[src/rtl/io_port_if.sv]
// Processor-style I/O port bus shared by the arbiter (master) and the
// downstream address decoder / peripherals (slave).
interface io_port_if #(
    parameter int AW = 16,
    parameter int DW = 16
);
    logic [AW-1:0] port_id;
    logic [DW-1:0] out_port;
    logic          write_strobe;
    logic          read_strobe;
    logic [DW-1:0] in_port;

    modport master (
        output port_id,
        output out_port,
        output write_strobe,
        output read_strobe,
        input  in_port
    );

    modport slave (
        input  port_id,
        input  out_port,
        input  write_strobe,
        input  read_strobe,
        output in_port
    );
endinterface

[src/rtl/io_port_arbiter.sv]
// Round-robin arbiter that turns one granted request at a time into a
// single setup cycle, a single-cycle strobe and a one-cycle ack on the
// shared I/O port bus. Read data is captured at the end of the strobe cycle.
module io_port_arbiter #(
    parameter int NREQ = 2,
    parameter int AW   = 16,
    parameter int DW   = 16
) (
    input  logic               clk,
    input  logic               reset_n,
    input  logic [NREQ-1:0]    req,
    input  logic [NREQ-1:0]    we,
    input  logic [NREQ*AW-1:0] addr,
    input  logic [NREQ*DW-1:0] wdata,
    output logic [NREQ-1:0]    gnt,
    output logic [NREQ-1:0]    ack,
    output logic [DW-1:0]      rdata,
    io_port_if.master          bus
);
    localparam int IW = $clog2(NREQ);

    typedef enum logic [1:0] {
        IDLE   = 2'd0,
        ADDR   = 2'd1,
        STROBE = 2'd2,
        ACK    = 2'd3
    } state_t;

    state_t          state_r;
    logic [IW-1:0]   ptr_r;
    logic            we_r;
    logic [NREQ-1:0] gnt_r;
    logic [NREQ-1:0] ack_r;
    logic [DW-1:0]   rdata_r;
    logic [AW-1:0]   port_id_r;
    logic [DW-1:0]   out_port_r;
    logic            write_strobe_r;
    logic            read_strobe_r;

    logic [AW-1:0]   addr_s  [NREQ];
    logic [DW-1:0]   wdata_s [NREQ];
    logic            win_found_s;
    logic [IW-1:0]   win_idx_s;
    logic [IW-1:0]   cand_idx_s;
    logic [IW-1:0]   next_ptr_s;

    // Split the flat per-requester address/data buses into arrays
    always_comb begin
        for (int i = 0; i < NREQ; i++) begin
            addr_s[i]  = addr[i*AW +: AW];
            wdata_s[i] = wdata[i*DW +: DW];
        end
    end

    // Round-robin search: first active request at or after the priority pointer
    always_comb begin
        win_found_s = 1'b0;
        win_idx_s   = '0;
        cand_idx_s  = '0;
        for (int i = 0; i < NREQ; i++) begin
            cand_idx_s = IW'((int'(ptr_r) + i) % NREQ);
            if (!win_found_s && req[cand_idx_s]) begin
                win_found_s = 1'b1;
                win_idx_s   = cand_idx_s;
            end else begin
                win_found_s = win_found_s;
            end
        end
        if (win_idx_s == IW'(NREQ - 1)) begin
            next_ptr_s = '0;
        end else begin
            next_ptr_s = win_idx_s + 1'b1;
        end
    end

    // Transaction sequencer: grant/latch, setup, strobe, acknowledge
    always_ff @(posedge clk or negedge reset_n) begin
        if (!reset_n) begin
            state_r        <= IDLE;
            ptr_r          <= '0;
            we_r           <= 1'b0;
            gnt_r          <= '0;
            ack_r          <= '0;
            rdata_r        <= '0;
            port_id_r      <= '0;
            out_port_r     <= '0;
            write_strobe_r <= 1'b0;
            read_strobe_r  <= 1'b0;
        end else begin
            case (state_r)
                IDLE: begin
                    ack_r <= '0;
                    if (win_found_s) begin
                        state_r   <= ADDR;
                        ptr_r     <= next_ptr_s;
                        we_r      <= we[win_idx_s];
                        gnt_r     <= {{(NREQ-1){1'b0}}, 1'b1} << win_idx_s;
                        port_id_r <= addr_s[win_idx_s];
                        // A read leaves the last written data on out_port
                        if (we[win_idx_s]) begin
                            out_port_r <= wdata_s[win_idx_s];
                        end
                    end
                end
                ADDR: begin
                    state_r        <= STROBE;
                    write_strobe_r <= we_r;
                    read_strobe_r  <= ~we_r;
                end
                STROBE: begin
                    state_r        <= ACK;
                    write_strobe_r <= 1'b0;
                    read_strobe_r  <= 1'b0;
                    ack_r          <= gnt_r;
                    if (!we_r) begin
                        rdata_r <= bus.in_port;
                    end
                end
                ACK: begin
                    state_r <= IDLE;
                    ack_r   <= '0;
                    gnt_r   <= '0;
                end
                default: begin
                    state_r        <= IDLE;
                    gnt_r          <= '0;
                    ack_r          <= '0;
                    write_strobe_r <= 1'b0;
                    read_strobe_r  <= 1'b0;
                end
            endcase
        end
    end

    assign gnt              = gnt_r;
    assign ack              = ack_r;
    assign rdata            = rdata_r;
    assign bus.port_id      = port_id_r;
    assign bus.out_port     = out_port_r;
    assign bus.write_strobe = write_strobe_r;
    assign bus.read_strobe  = read_strobe_r;
endmodule

[src/flat_wrapper.sv]
// flat-port wrapper written by rule: the top's interface ports become plain ports
module io_port_arbiter_flat 
#(
    parameter int NREQ = 2,
    parameter int AW   = 16,
    parameter int DW   = 16
)
  (clk, reset_n, req, we, addr, wdata, gnt, ack, rdata, bus_port_id, bus_out_port, bus_write_strobe, bus_read_strobe, bus_in_port);
  io_port_if #(.AW(AW), .DW(DW)) bus_i ();
  input  logic clk;
  input  logic reset_n;
  input  logic [NREQ-1:0] req;
  input  logic [NREQ-1:0] we;
  input  logic [NREQ*AW-1:0] addr;
  input  logic [NREQ*DW-1:0] wdata;
  output logic [NREQ-1:0] gnt;
  output logic [NREQ-1:0] ack;
  output logic [DW-1:0] rdata;
  output wire logic [$bits(bus_i.port_id)-1:0] bus_port_id;
  output wire logic [$bits(bus_i.out_port)-1:0] bus_out_port;
  output wire logic [$bits(bus_i.write_strobe)-1:0] bus_write_strobe;
  output wire logic [$bits(bus_i.read_strobe)-1:0] bus_read_strobe;
  input wire logic [$bits(bus_i.in_port)-1:0] bus_in_port;
  assign bus_port_id = bus_i.port_id;
  assign bus_out_port = bus_i.out_port;
  assign bus_write_strobe = bus_i.write_strobe;
  assign bus_read_strobe = bus_i.read_strobe;
  assign bus_i.in_port = bus_in_port;
  io_port_arbiter #(.NREQ(NREQ), .AW(AW), .DW(DW)) u_core (.clk(clk), .reset_n(reset_n), .req(req), .we(we), .addr(addr), .wdata(wdata), .gnt(gnt), .ack(ack), .rdata(rdata), .bus(bus_i));
endmodule
[config.mk]
export PLATFORM = sky130hd
export DESIGN_NAME = io_port_arbiter_flat
export DESIGN_NICKNAME = d
export VERILOG_FILES = /design/src/rtl/io_port_if.sv /design/src/rtl/io_port_arbiter.sv /design/src/flat_wrapper.sv
export SDC_FILE = /design/constraint.sdc
export NUM_CORES = 1
export LEC_CHECK = 0
export CAP_MARGIN = 20
export CORE_MARGIN = 2
export CORE_UTILIZATION = 40
export CTS_CLUSTER_DIAMETER = 150
export DETAILED_ROUTE_END_ITERATION = 7
export PLACE_DENSITY = 0.89
export SLEW_MARGIN = 30
export SYNTH_ARGS = -nofsm -noshare
export SYNTH_HDL_FRONTEND = slang
export SYNTH_SLANG_ARGS = --single-unit
[constraint.sdc]
create_clock -name clk -period 2.4 [get_ports clk]
set_input_delay 0.48 -clock clk [delete_from_list [all_inputs] [get_ports clk]]
set_output_delay 0.48 -clock clk [all_outputs]
set_load 0.01 [all_outputs]
==> results of run 1 <==
-- cell usage in the layout, fill, tap and decap left out, types with 2 or more instances in the layout --
cell and instances:
nand2_1 26, bufinv_16 3, clkbuf_8 11, ha_1 4, mux2i_1 16, buf_4 7
inv_1 4, mux2_4 9, buf_12 2, clkdlybuf4s50_1 138, nor2_1 4, dfrtp_1 58
o21ai_1 10, mux2_1 12, mux2_2 29, clkinv_2 2, a31oi_1 2, o21ai_0 11
-- power breakdown --
| part | switching, mW | internal, mW |
|---|---|---|
| Combinational | 1.00 | 1.53 |
| Clock | 0.367 | 0.742 |
| Sequential | 0.276 | 1.47 |
-- cell type report --
class,instances,area [sq um],area share [%]
multi-input combinational,135,1130,25.6
tap,77,96.3,2.18
clock buffer,11,151,3.42
clock inverter,5,100,2.26
timing repair buffer,148,1480,33.4
inverter,5,18.8,0.424
sequential,58,1450,32.8
-- routing by layer --
layer  GRT usage, %  up-vias
met1           20.5      996
met4           7.79        0
li1               -     1023
met2           32.9       78
met5              0        -
met3           6.16       10
-- cell families (layout without fill, tap and decap cells) --
kind of cell / Yosys count / count (layout) / share of synthesized area, %
muxes: 66 / 66 / 28.1
DFF: 58 / 58 / 54.0
and+or+nand+nor: 35 / 35 / 5.44
AOI/OAI and AO/OA: 30 / 30 / 6.51
buffers and inverters: 16 / 169 / 4.09
adders and majority gates: 4 / 4 / 1.86
-- worst paths after layout --
| check | from | slack (ns) | cells after the start | endpoint |
|---|---|---|---|---|
| min in group clk | u_core.bus.port_id[0]$_DFFE_PN0P_ | 0.48 | 2 | u_core.bus.port_id[0]$_DFFE_PN0P_ |
| max in group asynchronous | reset_n | 1.62 | 2 | u_core.bus.out_port[9]$_DFFE_PN0P_ |
| min | reset_n | 0.12 | 1 | u_core.bus.out_port[1]$_DFFE_PN0P_ |
| max | req[1] | 0.56 | 5 | u_core.bus.out_port[12]$_DFFE_PN0P_ |
| max reg2reg | u_core.ptr_r$_DFFE_PN0P_ | 0.78 | 4 | u_core.bus.out_port[12]$_DFFE_PN0P_ |
| min reg2reg | u_core.bus.port_id[0]$_DFFE_PN0P_ | 0.48 | 2 | u_core.bus.port_id[0]$_DFFE_PN0P_ |
-- metrics by stage --
step	area [sq um]	instances	hold slack, ns
5_1_grt	4430	439	0.153
2_1_floorplan	2690	209	0.184
6_report	4430	439	0.123
3_5_place_dp	4180	423	0.474
4_1_cts	4430	439	0.137
3_3_place_gp	4180	423	0.461
-- worst max-delay path, cell delays in order --
cell and delay, ns:
clkdlybuf4s50_1 0.65, o21ai_4 0.13, buf_12 0.17, mux2_1 0.33, mux2_4 0.28
-- sequential cells by signal, summed over array words and instances (netlist names) --
| name | cells |
|---|---|
| u_core.gnt | 2 |
| u_core.bus.port_id | 16 |
| u_core.bus.read_strobe | 1 |
| u_core.bus.write_strobe | 1 |
| u_core.we_r | 1 |
| u_core.ptr_r | 1 |
| u_core.bus.out_port | 16 |
| u_core.state_r | 2 |
| u_core.ack | 2 |
| u_core.rdata | 16 |
==> results.py, run 1 <==
metrics = {
    "yosys": {
        "synth_cell_type_count": 30,
        "syn_avg_cell_area_sq_um": 12.9,
        "yosysMostFrequentCell": "dfrtp_1",
        "synth-seq-cells": 58,
        "yosys_most_used_dff": "dfrtp_1",
        "yosys-top-cells-count": "dfrtp_1 (58), mux2_2 (29), nand2_1 (26), mux2i_1 (16), mux2_1 (12)",
        "yosysTopAreaCellShare_pct": 54.0,
        "ys_top_cells_by_area": "dfrtp_1 (54%), mux2_2 (12%), mux2i_1 (6.0%)",
        "yosys.area.top_type": "dfrtp_1",
        "syn_area_sq_mm": 0.00269,
        "syn_nets": 299,
        "syn_inst": 209,
        "ys_warn_count": 0,
        "synth_seq_area_share_pct": 54.0,
        "synth_edf_count": 0,
        "async_reset_ff_share_pct": 100,
    },
    "finish": {
        "syn_to_final_growth_pct": 64.7,
        "layout-drive-gt1-share_pct": 18.8,
        "nFillCells": 493,
        "utilization_pct": 69.0,
        "nets": 447,
        "diodes": 0,
    },
    "global_route": {
        "globalRouteOverflowTotal": 0,
        "antenna_found_initial": 0,
        "grt_pass1_vias": 2175,
        "grt_max_degree": 33,
        "grt_pass1_wl_microns": 10400,
        "grt_usage_pct": 18.7,
    },
    "worst_setup_path": {
        "worst_ep_required_time_ns": 2.61,
        "startpoint_type": "input pin",
        "crit_type": "in -> reg",
        "crit_arrival_ns": 2.05,
        "worstPathMaxFanout": 16,
        "worstSetupEndpointType": "register",
    },
    "clock_network": {
        "cts_tree": "yes",
        "clk_path_buf_depth": 2,
        "insertion_delay_ns": 0.33,
        "ctsHoldBuffers": 0,
        "clock-sinks": 58,
        "cts_max_level": 3,
        "cts-resized-gates": 0,
        "post_cts_buffers": 0,
        "clk_pin_slew_worst_paths_ns": 0.07,
        "cts_buffers": 9,
        "root_buffer": "clkbuf_8",
    },
    "run_status": {
        "status": "complete, no violations",
    },
    "floorplanning": {
        "rows": 29,
        "initial_utilization_pct": 41.9,
        "dieArea_sq_mm": 0.00740,
        "die_y_microns": 86.0,
        "core_sq_mm": 0.00642,
        "die_x_microns": 86.0,
        "io_pins": 140,
    },
    "route": {
        "wl_met2_microns": 3610,
        "wirelength_microns": 6670,
        "drc_errors": 0,
        "vias": 2107,
        "wl_per_cell_microns": 15.2,
        "wl_met1_microns": 2570,
        "drtAntennaViolNets": 0,
        "vias_per_cell": 4.80,
        "drt_first_pass_iters": 4,
        "topRoutingLayerUsed": "met4",
        "wl_met3_microns": 388,
        "first_iter_violations": 64,
    },
    "placement": {
        "place_congestion": 0.775,
        "hpwlAfterDp_microns": 5150,
        "port_buffers": 139,
        "dp_slack_ns": 0.269,
    },
    "timing": {
        "slew_violations": 0,
        "slew-limit-headroom_pct": 64.0,
        "rsz0062_at_grt": "false",
        "fin_crit_sh_pct": 76.7,
        "finalSetupViolations": 0,
        "clock.fmax_mhz": 543,
        "final-hold-violation-count": 0,
        "final.min_clock_period_ns": 1.84,
        "tightest_slew_ns": 0.540,
        "setup_ws_ns": 0.560,
        "skew_ns": 0.0101,
        "final.setup.tns_ns": 0,
    },
    "run": {
        "cap_violations": 0,
    },
    "pwr": {
        "power.total_mw": 5.39,
        "leakage_nw": 1.95,
        "powerDensity_mw_per_mm2": 1220,
        "peakVddDrop_v": 0.000740,
    },
    "worst_hold_path": {
        "hp-class": "in -> async",
    },
}
Note: power is estimated with default switching activity, not from simulation.
==> inputs of run 2 (changes only) <==
clock period = 1.7 ns   (was 2.4 ns; I/O delays follow)
==> run 2 against run 1 <==
Effect of this change: power up 34%; clock skew down 0.0029 ns; count of clock-buffer cells in the layout up 1; non-clock buffer count up 1; sequential power up 42%; clock power about the same; via count about the same; utilization down 0.62 points; largest power group unchanged; highest routed layer unchanged.
==> results.py, run 2 (synthesis gave the netlist of run 1 again) <==
metrics = {
    "timing": {
        "slew-limit-headroom_pct": 79.8,
        "rsz0062_at_grt": "false",
        "fin_crit_sh_pct": 95.8,
        "tightest_slew_ns": 0.303,
        "finalSetupViolations": 0,
        "skew_ns": 0.00719,
        "slew_violations": 0,
        "clock.fmax_mhz": 614,
        "final.min_clock_period_ns": 1.63,
        "setup_ws_ns": 0.0710,
        "final-hold-violation-count": 0,
    },
    "worst_setup_path": {
        "timing.rr.end": "u_core.bus.out_port[6]$_DFFE_PN0P_",
        "worstPathMaxFanout": 16,
        "r2r_setup_slack_ns": 0.07,
        "r2r_cells": 6,
        "startpoint_type": "input pin",
        "reg2reg_from": "u_core.state_r[0]$_DFFE_PN0P_",
        "worst_ep_required_time_ns": 1.91,
        "crit_type": "in -> reg",
        "crit_arrival_ns": 1.84,
        "worstSetupEndpointType": "register",
    },
    "global_route": {
        "grt_max_degree": 59,
        "grt_pass1_vias": 2236,
        "grt_pass1_wl_microns": 10500,
        "globalRouteOverflowTotal": 0,
        "antenna_found_initial": 0,
        "grt_usage_pct": 18.4,
    },
    "finish": {
        "layout-drive-gt1-share_pct": 19.1,
        "nets": 448,
        "fin_cells": 439,
        "layout_commonest_cell": "clkdlybuf4s50_1",
        "syn_to_final_growth_pct": 63.2,
        "mostFrequentLayoutCells": "clkdlybuf4s50_1 (138), dfrtp_1 (58), mux2_2 (29)",
        "utilization_pct": 68.3,
        "diodes": 0,
    },
    "floorplanning": {
        "die_y_microns": 86.0,
        "initial_utilization_pct": 41.9,
        "die_x_microns": 86.0,
        "dieArea_sq_mm": 0.00740,
        "rows": 29,
        "io_pins": 140,
        "core_sq_mm": 0.00642,
    },
    "clock_network": {
        "ctsHoldBuffers": 0,
        "clock-sinks": 58,
        "root_buffer": "clkbuf_8",
        "insertion_delay_ns": 0.32,
        "cts_max_level": 3,
        "clk_pin_slew_worst_paths_ns": 0.06,
        "clk_path_buf_depth": 2,
        "cts_buffers": 9,
        "cts_tree": "yes",
    },
    "placement": {
        "hpwlAfterDp_microns": 5160,
        "port_buffers": 139,
        "dp_slack_ns": -0.271,
        "dp.cells": 424,
        "place_congestion": 0.762,
    },
    "pwr": {
        "powerDensity_mw_per_mm2": 1640,
        "peakVddDrop_v": 0.000948,
        "leakage_nw": 1.93,
    },
    "route": {
        "drtAntennaViolNets": 0,
        "first_iter_violations": 58,
        "vias": 2106,
        "drt_first_pass_iters": 4,
        "drc_errors": 0,
        "wl_per_cell_microns": 15.0,
        "wirelength_microns": 6570,
        "vias_per_cell": 4.80,
    },
    "run_status": {
        "status": "complete, no violations",
    },
    "run": {
        "cap_violations": 0,
    },
    "worst_hold_path": {
        "hp-class": "in -> async",
    },
}
==> run 2: cell types whose count changed in the layout (fill, tap and decap cells not counted), sizes merged <==
cell and delta:
clkbuf +1, bufinv -3, clkinv +1, buf +1
==> run 2: worst max-delay path, cell delays in order <==
cell,delay [ns]
clkdlybuf4s50_1,0.49
inv_2,0.05
o21ai_4,0.17
buf_12,0.18
mux2_1,0.33
mux2_4,0.28
==> run 2: worst max-delay path by stage <==
stage | cells after the start | startpoint | end | slack, ns
2_1_floorplan | 8 | u_core.state_r[0]$_DFFE_PN0P_ | u_core.bus.out_port[10]$_DFFE_PN0P_ | 0.003
3_3_place_gp | 6 | req[0] | u_core.bus.out_port[13]$_DFFE_PN0P_ | -0.22
3_5_place_dp | 6 | req[0] | u_core.bus.out_port[6]$_DFFE_PN0P_ | -0.27
4_1_cts | 6 | u_core.state_r[0]$_DFFE_PN0P_ | u_core.bus.out_port[5]$_DFFE_PN0P_ | 0.04
5_1_grt | 5 | u_core.state_r[0]$_DFFE_PN0P_ | u_core.rdata[11]$_DFFE_PN0P_ | 0.02
6_report | 6 | req[0] | u_core.bus.out_port[6]$_DFFE_PN0P_ | 0.07
==> run 2: layout make-up <==
class,count,area [sq um]
clock buffers,12,155
fillers,503,2030
repair buffers,149,1520
clock inverters,3,15.0
inverters,5,18.8
well taps,77,96.3
multi-input cells,135,1140
flip-flops and latches,58,1450
==> run 2: metrics by stage <==
| step | power (mW) | instance area (sq um) | hold slack, ns | setup TNS, ns |
|---|---|---|---|---|
| 2_1_floorplan | 4.23 | 2690 | 0.0444 | 0 |
| 3_3_place_gp | 5.99 | 4210 | 0.365 | -4.87 |
| 3_5_place_dp | 6.17 | 4210 | 0.366 | -5.86 |
| 4_1_cts | 7.29 | 4380 | 0.0105 | 0 |
| 5_1_grt | 7.68 | 4390 | 0.0299 | 0 |
| 6_report | 7.20 | 4390 | 0.00810 | 0 |
==> run 2: report_power, final <==
| group | leakage, nW | switching, mW | internal [mW] |
|---|---|---|---|
| combinational | 1.14 | 1.42 | 2.22 |
| sequential | 0.699 | 0.400 | 2.08 |
| clock | 0.0920 | 0.496 | 0.593 |
| total | 1.93 | 2.32 | 4.89 |
==> run 2: layer usage <==
layer	GRT usage (%)	wire length, microns
met1	20.3	2540
met3	3.85	365
met2	33.5	3490
met4	8.95	177
met5	0	0
==> run 2: timing repair <==
| item | in CTS | in global routing |
|---|---|---|
| gates resized for setup | 0 | 3 |
| buffers inserted | 0 | 0 |
| endpoints found under the setup margin | 0 | 30 |
==> inputs of run 3 (changes only) <==
SETUP_SLACK_MARGIN = 0.02   (was not set)
==> run 3 against run 2 <==
Effect of this change: largest cell class unchanged; largest power group unchanged; via count hardly changed; critical path type unchanged; worst setup slack worse by 0.023 ns; design area rose by 1.3%; critical endpoint unchanged.
==> results.py, run 3 (synthesis gave the netlist of run 1 again) <==
metrics = {
    "global_route": {
        "grt_pass1_wl_microns": 10400,
        "grt_pass1_vias": 2248,
        "antenna_found_initial": 0,
        "globalRouteOverflowTotal": 0,
        "grt_usage_pct": 18.2,
        "grt_max_degree": 59,
    },
    "route": {
        "wl_per_cell_microns": 15.0,
        "drc_errors": 0,
        "drtAntennaViolNets": 0,
        "vias_per_cell": 4.79,
        "first_iter_violations": 63,
        "vias": 2105,
        "drt_first_pass_iters": 4,
        "wirelength_microns": 6580,
    },
    "timing": {
        "fin_crit_sh_pct": 97.2,
        "final-hold-violation-count": 0,
        "final.min_clock_period_ns": 1.65,
        "rsz0062_at_grt": "true",
        "tightest_slew_ns": 0.306,
        "slew-limit-headroom_pct": 79.6,
        "hold_ws_ns": 0.00299,
        "slew_violations": 0,
        "clock.fmax_mhz": 605,
        "finalSetupViolations": 0,
        "skew_ns": 0.00823,
    },
    "floorplanning": {
        "die_x_microns": 86.0,
        "initial_utilization_pct": 41.9,
        "dieArea_sq_mm": 0.00740,
        "rows": 29,
        "io_pins": 140,
        "core_sq_mm": 0.00642,
        "die_y_microns": 86.0,
    },
    "run_status": {
        "status": "complete, no violations",
    },
    "worst_setup_path": {
        "crit_arrival_ns": 1.86,
        "startpoint_type": "input pin",
        "crit_type": "in -> reg",
        "worst_ep_required_time_ns": 1.90,
        "worstPathMaxFanout": 17,
        "worstSetupEndpointType": "register",
    },
    "pwr": {
        "p_int_mw": 5.21,
        "peakVddDrop_v": 0.000818,
        "switchingPower_mw": 2.32,
        "p_clk_share_pct": 19.4,
        "leakage_nw": 1.97,
        "p_comb_share_pct": 47.9,
        "switching_share_pct": 30.8,
        "seqPwrFrac_pct": 32.8,
        "powerDensity_mw_per_mm2": 1690,
    },
    "finish": {
        "utilization_pct": 69.2,
        "diodes": 0,
        "syn_to_final_growth_pct": 65.3,
        "layout_commonest_cell": "clkdlybuf4s50_1",
        "mostFrequentLayoutCells": "clkdlybuf4s50_1 (137), dfrtp_1 (58), mux2_2 (29)",
        "layout-drive-gt1-share_pct": 18.8,
        "nets": 447,
        "fin_cells": 439,
    },
    "placement": {
        "place_congestion": 0.777,
        "hpwlAfterDp_microns": 5150,
        "port_buffers": 139,
        "dp.cells": 423,
    },
    "clock_network": {
        "clk_path_buf_depth": 2,
        "ctsHoldBuffers": 0,
        "clock-sinks": 58,
        "cts_tree": "yes",
        "root_buffer": "clkbuf_8",
        "cts_max_level": 3,
        "insertion_delay_ns": 0.32,
        "clk_pin_slew_worst_paths_ns": 0.07,
        "cts_buffers": 9,
    },
    "worst_hold_path": {
        "hp-class": "in -> async",
    },
    "run": {
        "cap_violations": 0,
    },
}
[run 3: cell types whose count changed in the layout (fill, tap and decap cells not counted), sizes merged]
cell           change
buf                -1
bufinv             +2
clkdlybuf4s50      -1
dlymetal6s2s       +1
clkinvlp           +1
clkinv             -2
[run 3: through the flow]
stage | area (sq um) | setup slack [ns] | power (mW) | setup TNS, ns
CTS | 4440 | 0.0458 | 7.62 | 0
global route | 4450 | 0.00279 | 8.01 | 0
global placement | 4200 | -0.226 | 5.97 | -4.68
floorplan | 2690 | 0.0383 | 4.24 | 0
detailed placement | 4200 | -0.293 | 6.13 | -6.27
finish | 4450 | 0.0475 | 7.53 | 0
[run 3: metal layers]
metal	global-route usage, %	vias to the layer above	wire length (microns)
li1	-	1020	-
met1	20.0	1007	2540
met2	33.0	70	3610
met3	5.10	8	352
met4	6.93	0	82
met5	0	-	0
[run 3: worst paths after layout]
kind / start / end / slack [ns] / cells past startpoint
max: req[0] / u_core.bus.out_port[6]$_DFFE_PN0P_ / 0.05 / 6
min: reset_n / u_core.bus.out_port[0]$_DFFE_PN0P_ / 0.003 / 2
max reg2reg: u_core.state_r[0]$_DFFE_PN0P_ / u_core.bus.out_port[4]$_DFFE_PN0P_ / 0.09 / 6
min reg2reg: u_core.bus.port_id[0]$_DFFE_PN0P_ / u_core.bus.port_id[0]$_DFFE_PN0P_ / 0.48 / 2
max in group asynchronous: reset_n / u_core.rdata[0]$_DFFE_PN0P_ / 1.43 / 2
min in group clk: u_core.bus.port_id[0]$_DFFE_PN0P_ / u_core.bus.port_id[0]$_DFFE_PN0P_ / 0.48 / 2
[run 3: layout make-up]
| cell class | count | area, sq um |
|---|---|---|
| inverter | 5 | 18.8 |
| fill | 506 | 1980 |
| clock inverter | 4 | 72.6 |
| timing repair buffer | 148 | 1510 |
| multi-input combinational | 135 | 1130 |
| clock buffer | 12 | 165 |
| tap | 77 | 96.3 |
| sequential | 58 | 1450 |
[run 3: power groups by stage]
stage | Clock [mW] | Sequential [mW] | Combinational, mW
after floorplan | 0 | 2.75 | 1.49
final | 1.46 | 2.47 | 3.60
after CTS | 1.50 | 2.48 | 3.65
after global placement | 0 | 2.45 | 3.52
after global routing | 1.57 | 2.56 | 3.88
after detailed placement | 0 | 2.50 | 3.63
[run 3: worst max-delay path, stage by stage]
cell and delay, ns:
clkdlybuf4s50_1 0.50, inv_2 0.05, o21ai_4 0.16, buf_12 0.18, mux2_1 0.34, mux2_4 0.28
[run 3: what timing repair did]
action	in CTS	in global routing
gates resized for setup	0	2
buffers inserted	0	0
setup endpoints to repair	0	24
